<file path="src/rtl/ponylink_pkg.sv">
// Shared PonyLink link-controller definitions: state encoding and sizing helper.
// Also used by status/debug readout logic.
package ponylink_pkg;

    localparam int STATE_W = 3;

    localparam logic [STATE_W-1:0] ST_IDLE    = 3'd0;
    localparam logic [STATE_W-1:0] ST_RESET   = 3'd1;
    localparam logic [STATE_W-1:0] ST_TRAIN   = 3'd2;
    localparam logic [STATE_W-1:0] ST_STABLE  = 3'd3;
    localparam logic [STATE_W-1:0] ST_UP      = 3'd4;
    localparam logic [STATE_W-1:0] ST_BACKOFF = 3'd5;

    function automatic int max3(input int a, input int b, input int c);
        int m;
        m = (a > b) ? a : b;
        return (m > c) ? m : c;
    endfunction

endpackage

</file>
<file path="src/rtl/ponylink_satcnt.sv">
// Saturating up-counter with synchronous clear; clear beats increment.
module ponylink_satcnt #(
    parameter int WIDTH = 16
) (
    input  logic             clk,
    input  logic             reset,
    input  logic             inc,
    input  logic             clr,
    output logic [WIDTH-1:0] count
);

    always_ff @(posedge clk) begin
        if (reset || clr) begin
            count <= '0;
        end else if (inc && (count != {WIDTH{1'b1}})) begin
            count <= count + WIDTH'(1);
        end
    end

endmodule

</file>
<file path="src/rtl/ponylink_master_linkctl.sv">
// Master-side PonyLink bring-up FSM: drives txrx reset, waits for training,
// qualifies stability and retries with exponential backoff.
module ponylink_master_linkctl
    import ponylink_pkg::*;
#(
    parameter int RESET_CYCLES      = 64,
    parameter int TRAIN_TIMEOUT     = 4096,
    parameter int STABLE_CYCLES     = 16,
    parameter int BACKOFF_MAX_SHIFT = 4,
    parameter int CNT_WIDTH         = 16
) (
    input  logic                 clk,
    input  logic                 reset,
    input  logic                 enable,
    input  logic                 clear_counters,
    input  logic                 txrx_linkready,
    input  logic                 txrx_linkerror,
    output logic                 txrx_resetn,
    output logic                 link_up,
    output logic [2:0]           state,
    output logic [CNT_WIDTH-1:0] err_count,
    output logic [CNT_WIDTH-1:0] retry_count
);

    localparam int BACKOFF_LONGEST = RESET_CYCLES << BACKOFF_MAX_SHIFT;
    localparam int TIMER_SPAN      = max3(TRAIN_TIMEOUT, STABLE_CYCLES, BACKOFF_LONGEST);
    localparam int TW              = (TIMER_SPAN > 1) ? $clog2(TIMER_SPAN) : 1;
    localparam int SW              = (BACKOFF_MAX_SHIFT > 0) ? $clog2(BACKOFF_MAX_SHIFT + 1) : 1;

    logic [TW-1:0] timer, next_timer;
    logic [SW-1:0] streak, next_streak, streak_sat;
    logic [2:0]    next_state;
    logic          timer_zero, go_backoff, err_inc, retry_inc;

    assign timer_zero = (timer == '0);
    assign streak_sat = (int'(streak) >= BACKOFF_MAX_SHIFT) ? SW'(BACKOFF_MAX_SHIFT)
                                                            : streak + SW'(1);

    always_comb begin
        next_state  = state;
        next_timer  = timer;
        next_streak = streak;
        go_backoff  = 1'b0;
        err_inc     = 1'b0;
        retry_inc   = 1'b0;

        case (state)
            ST_IDLE: begin
                next_streak = '0;
                if (enable) begin
                    next_state = ST_RESET;
                    next_timer = TW'(RESET_CYCLES - 1);
                end
            end
            ST_RESET: begin
                if (timer_zero) begin
                    next_state = ST_TRAIN;
                    next_timer = TW'(TRAIN_TIMEOUT - 1);
                end else begin
                    next_timer = timer - TW'(1);
                end
            end
            ST_TRAIN: begin
                // Error wins even when linkready is asserted alongside it.
                if (txrx_linkerror) begin
                    go_backoff = 1'b1;
                    err_inc    = 1'b1;
                end else if (txrx_linkready) begin
                    next_state = ST_STABLE;
                    next_timer = TW'(STABLE_CYCLES - 1);
                end else if (timer_zero) begin
                    go_backoff = 1'b1;
                end else begin
                    next_timer = timer - TW'(1);
                end
            end
            ST_STABLE: begin
                if (txrx_linkerror || !txrx_linkready) begin
                    go_backoff = 1'b1;
                    err_inc    = txrx_linkerror;
                end else if (timer_zero) begin
                    next_state  = ST_UP;
                    next_streak = '0;
                end else begin
                    next_timer = timer - TW'(1);
                end
            end
            ST_UP: begin
                if (txrx_linkerror || !txrx_linkready) begin
                    go_backoff = 1'b1;
                    err_inc    = txrx_linkerror;
                end
            end
            ST_BACKOFF: begin
                // Retries go straight back to training, skipping RESET.
                if (timer_zero) begin
                    next_state = ST_TRAIN;
                    next_timer = TW'(TRAIN_TIMEOUT - 1);
                end else begin
                    next_timer = timer - TW'(1);
                end
            end
            default: begin
                next_state = ST_IDLE;
                next_timer = '0;
            end
        endcase

        if (go_backoff) begin
            next_state  = ST_BACKOFF;
            retry_inc   = 1'b1;
            next_streak = streak_sat;
            next_timer  = TW'((RESET_CYCLES << streak_sat) - 1);
        end

        if (!enable) begin
            next_state  = ST_IDLE;
            next_timer  = '0;
            next_streak = '0;
            err_inc     = 1'b0;
            retry_inc   = 1'b0;
        end
    end

    // Outputs are registered from next_state so they change with the state.
    always_ff @(posedge clk) begin
        if (reset) begin
            state       <= ST_IDLE;
            timer       <= '0;
            streak      <= '0;
            txrx_resetn <= 1'b0;
            link_up     <= 1'b0;
        end else begin
            state       <= next_state;
            timer       <= next_timer;
            streak      <= next_streak;
            txrx_resetn <= (next_state == ST_TRAIN) || (next_state == ST_STABLE) ||
                           (next_state == ST_UP);
            link_up     <= (next_state == ST_UP);
        end
    end

    ponylink_satcnt #(.WIDTH(CNT_WIDTH)) u_err_cnt (
        .clk   (clk),
        .reset (reset),
        .inc   (err_inc),
        .clr   (clear_counters),
        .count (err_count)
    );

    ponylink_satcnt #(.WIDTH(CNT_WIDTH)) u_retry_cnt (
        .clk   (clk),
        .reset (reset),
        .inc   (retry_inc),
        .clr   (clear_counters),
        .count (retry_count)
    );

endmodule
</file>
<file path="config.mk">
export PLATFORM = sky130hd
export DESIGN_NAME = ponylink_master_linkctl
export DESIGN_NICKNAME = d
export VERILOG_FILES = /design/src/rtl/ponylink_pkg.sv /design/src/rtl/ponylink_satcnt.sv /design/src/rtl/ponylink_master_linkctl.sv
export SDC_FILE = /design/constraint.sdc
export NUM_CORES = 1
export LEC_CHECK = 0
export BUFFER_PORTS_ARGS = -buffer_cell sky130_fd_sc_hd__buf_2
export CORE_ASPECT_RATIO = 1.4
export CORE_MARGIN = 4
export CORE_UTILIZATION = 40
export CTS_CLUSTER_SIZE = 16
export DETAILED_ROUTE_END_ITERATION = 16
export RECOVER_POWER = 100
export REMOVE_ABC_BUFFERS = 1
export SYNTH_ARGS = -nofsm -noshare
export SYNTH_HDL_FRONTEND = slang
export SYNTH_SLANG_ARGS = --single-unit
</file>
<file path="constraint.sdc">
create_clock -name clk -period 2.6 [get_ports clk]
set_clock_uncertainty 0.15 [all_clocks]
set_input_delay 0 -clock clk [delete_from_list [all_inputs] [get_ports clk]]
set_output_delay 0 -clock clk [all_outputs]
set_load 0.02 [all_outputs]
</file>
==> results.tsv <==
metric	value	unit
status	finished with violations	
violated checks	negative setup slack	
power per standard cell area	391	nW/um^2
Global Route Usage Sum	18.7	%
Max clock buf depth	2	
vias after detailed routing	3345	
Setup crit end kind	register	
CTS H-tree lvls	2	
GP Congestion	0.875	
Detail Route Antenna Nets	0	
area grow syn2layout	30.0	%
net switching power	448	uW
Vias/cell	5.76	
Synth cell types	56	
DRC Markers	0	
reg2reg end	u_retry_cnt.count[15]$_SDFFE_PP0P_	
Required @ worst endpoint	2.68	ns
post-route cell area	4110	um^2
Rows	38	
internal power	1160	uW
CTS Buf Count	5	
maximum vdd drop	0.325	mV
Slew HR	44.1	%
number of DRC markers in iteration 0	199	
FF+latch count, synth	52	
Die X	83.2	um
met3 Use GR	2.26	%
core region area	7750	um^2
share of post-route cells with drive strength above 1	21.6	%
ys async rst share	0	%
Post-Place Cells	559	
Synth warnings	0	
Final Non-Filler Cells	581	
Worst-Margin Slew	0.835	ns
# diodes	0	
Post-DP Area	3670	um^2
cells after synthesis	404	
Flop pwr share	50.8	%
leakage	0.00141	uW
WL per Instance	15.5	um
Reg2Reg Setup Slack	-0.17	ns
Boundary Pins	43	
first-pass GRT wire length	14900	um
Data arrival, critical path	2.85	ns
initial core utilization	40.8	%
vias in the first global route	3198	
final wirelength	9020	um
final hold violations	0	
max cap viols	0	
Clock Tree Root	clkbuf_8	
critical path type	reg -> reg	
Post-synth EDFFs	0	
Die H	113	um
Startpoint Class	register	
CTS tree	built	
Avg Cell Area, Syn	7.83	um^2
met1 Use GR	21.2	%
Port Buffer Count	42	
top_reg_cell synth	dfxtp_1	
dpl hpwl	6620	um
RSZ-0062 raised after global routing	true	
busiest grt layer	met2	
fmax	361	MHz
worst hold path type	in -> reg	
fin nets	494	
Setup violations, final	28	
Sw Ratio	27.9	%
drt pass-1 iters	4	
die area	9410	um^2
TNS Setup	-1.91	ns
clock insertion delay at the later pin of the skew report	0.31	ns
worst r2r src	timer[1]$_SDFFE_PP0P_	
Tcrit/Tclk final	107	%
final worst slack	-0.169	ns
Reg2Reg Depth	9	
largest net degree at the start of global routing	28	
fin. max-slew vios	0	
met2 Use GR	35.5	%
min-delay src	txrx_linkerror	
Mapped Area	3160	um^2
register area share after synthesis	32.9	%
antenna violations before repair	0	
Worst Hold End	state[1]$_SDFF_PP0_	
clock-pin slew on the worst setup and hold paths	0.10	ns
Worst Hold Depth	4	
crit-path max FO	7	
combinational power share	18.8	%
GRT Residual Overflow	0	
Clock power frac	30.3	%
clock tree sinks	52	
post-layout min period	2.77	ns
## kinds of logic (layout without fill, tap and decap cells)
logic type                 after synthesis  after routing  share of synthesized area [%]
AOI/OAI and AO/OA                      116            116                           23.2
muxes                                    9              9                           2.89
DFF                                     52             52                           32.9
and+or+nand+nor                        173            173                           30.2
xor gates and xnor gates                12             12                           3.32
buffers and inverters                   34            111                           4.35
adders and majority gates                8              8                           3.16
## power groups by stage
| stage | Sequential, uW | Clock [uW] | Combinational, uW |
|---|---|---|---|
| final | 816 | 487 | 303 |
| after global routing | 818 | 535 | 331 |
| after CTS | 816 | 503 | 263 |
| after detailed placement | 834 | 0 | 254 |
| after global placement | 834 | 0 | 250 |
| after floorplan | 843 | 0 | 147 |
## layer usage
layer / vias to the layer above / share of wire, %
li1: 1667 / -
met1: 1600 / 41
met2: 61 / 54
met3: 17 / 3.1
met4: 0 / 1.9
met5: - / 0
## how the worst max path moves through the flow
stage,startpoint,end,slack [ns],depth (start not counted)
floorplan,timer[0]$_SDFFE_PP0P_,streak[0]$_SDFFE_PP0P_,-0.93,8
global placement,timer[0]$_SDFFE_PP0P_,u_retry_cnt.count[8]$_SDFFE_PP0P_,-0.11,9
detailed placement,timer[0]$_SDFFE_PP0P_,u_retry_cnt.count[13]$_SDFFE_PP0P_,-0.16,9
finish,timer[1]$_SDFFE_PP0P_,u_retry_cnt.count[15]$_SDFFE_PP0P_,-0.17,9
CTS,timer[0]$_SDFFE_PP0P_,u_retry_cnt.count[11]$_SDFFE_PP0P_,-0.14,9
global route,timer[1]$_SDFFE_PP0P_,u_retry_cnt.count[8]$_SDFFE_PP0P_,-0.22,9
## through the flow
step                setup slack [ns]  utilization (%)  total power (uW)  hold slack [ns]
finish                        -0.169             53.1              1610           0.0133
global route                  -0.220             53.1              1680           0.0631
CTS                           -0.137             49.5              1580           0.0264
detailed placement            -0.161             47.4              1090            0.206
global placement              -0.114             47.4              1080            0.209
floorplan                     -0.934                -               990           0.0266
## cell type report
type	count	area, um^2
Inverter	14	52.6
Clock buffer	7	86.3
Multi-Input combinational cell	318	2200
Sequential cell	52	1040
Clock inverter	1	7.51
Fill cell	785	3640
Timing Repair Buffer	89	598
Tap cell	100	125
## synthesized netlist by cell type (6+ instances only)
| cell type | count | area, um^2 |
|---|---|---|
| clkbuf_1 | 15 | 56.3 |
| inv_1 | 13 | 48.8 |
| or4_1 | 10 | 75.1 |
| nand4_1 | 7 | 43.8 |
| mux2i_1 | 8 | 80.1 |
| or3_1 | 12 | 75.1 |
| nand3_1 | 18 | 90.1 |
| a21oi_1 | 45 | 225 |
| nor4_1 | 14 | 87.6 |
| nand2_1 | 31 | 116 |
| nand2b_1 | 9 | 56.3 |
| nor2b_1 | 6 | 37.5 |
| a211oi_1 | 6 | 45.0 |
| dfxtp_1 | 52 | 1040 |
| ha_1 | 8 | 100 |
| o31ai_1 | 12 | 90.1 |
| o21ai_0 | 19 | 95.1 |
| nor3_1 | 9 | 45.0 |
| xnor2_1 | 9 | 78.8 |
| nor2_1 | 32 | 120 |
## layout by cell type (no fill, tap or decap), types with 3 or more instances in the layout
master          n
dfxtp_1        50
clkbuf_1       38
a21oi_1        34
nor2_1         32
nand2_1        30
buf_4          29
o21ai_0        18
nand3_1        17
nor4_1         12
or3_1          12
o31ai_1        12
inv_1          11
a21oi_2        11
xnor2_1         9
nand2b_1        9
buf_2           9
nor3_1          8
mux2i_1         8
nand4_1         7
or4_4           6
nor2b_1         6
ha_1            6
clkbuf_8        6
or2_2           5
a211oi_1        5
o211ai_1        5
or4_1           5
buf_6           5
dlygate4sd3_1   4
inv_2           3
nor4_4          3
and4_1          3
and2_1          3
or3b_2          3
xor2_1          3
## registers in the layout, summed over array words and instances, names as in the netlist
name / cells
txrx_resetn: 1
timer: 12
streak: 3
u_err_cnt.count: 16
link_up: 1
state: 3
u_retry_cnt.count: 16
## critical path, stage by stage (launching register included)
cell       delay (ns)
dfxtp_2          0.34
inv_2            0.07
ha_4             0.13
or4b_4           0.48
nor4_4           0.31
inv_2            0.07
o311a_4          0.37
clkbuf_16        0.19
or4_1            0.46
a21oi_1          0.13
## repair_timing
action                                 CTS  global route
endpoints found under the hold margin    8             0
buffers inserted                         1             7
cloned                                   0             2
hold buffers                             4             0
pin swaps                                0            33
resized for setup                        3            51
setup endpoints to repair               26            29
Note: power is estimated with default switching activity, not from simulation.
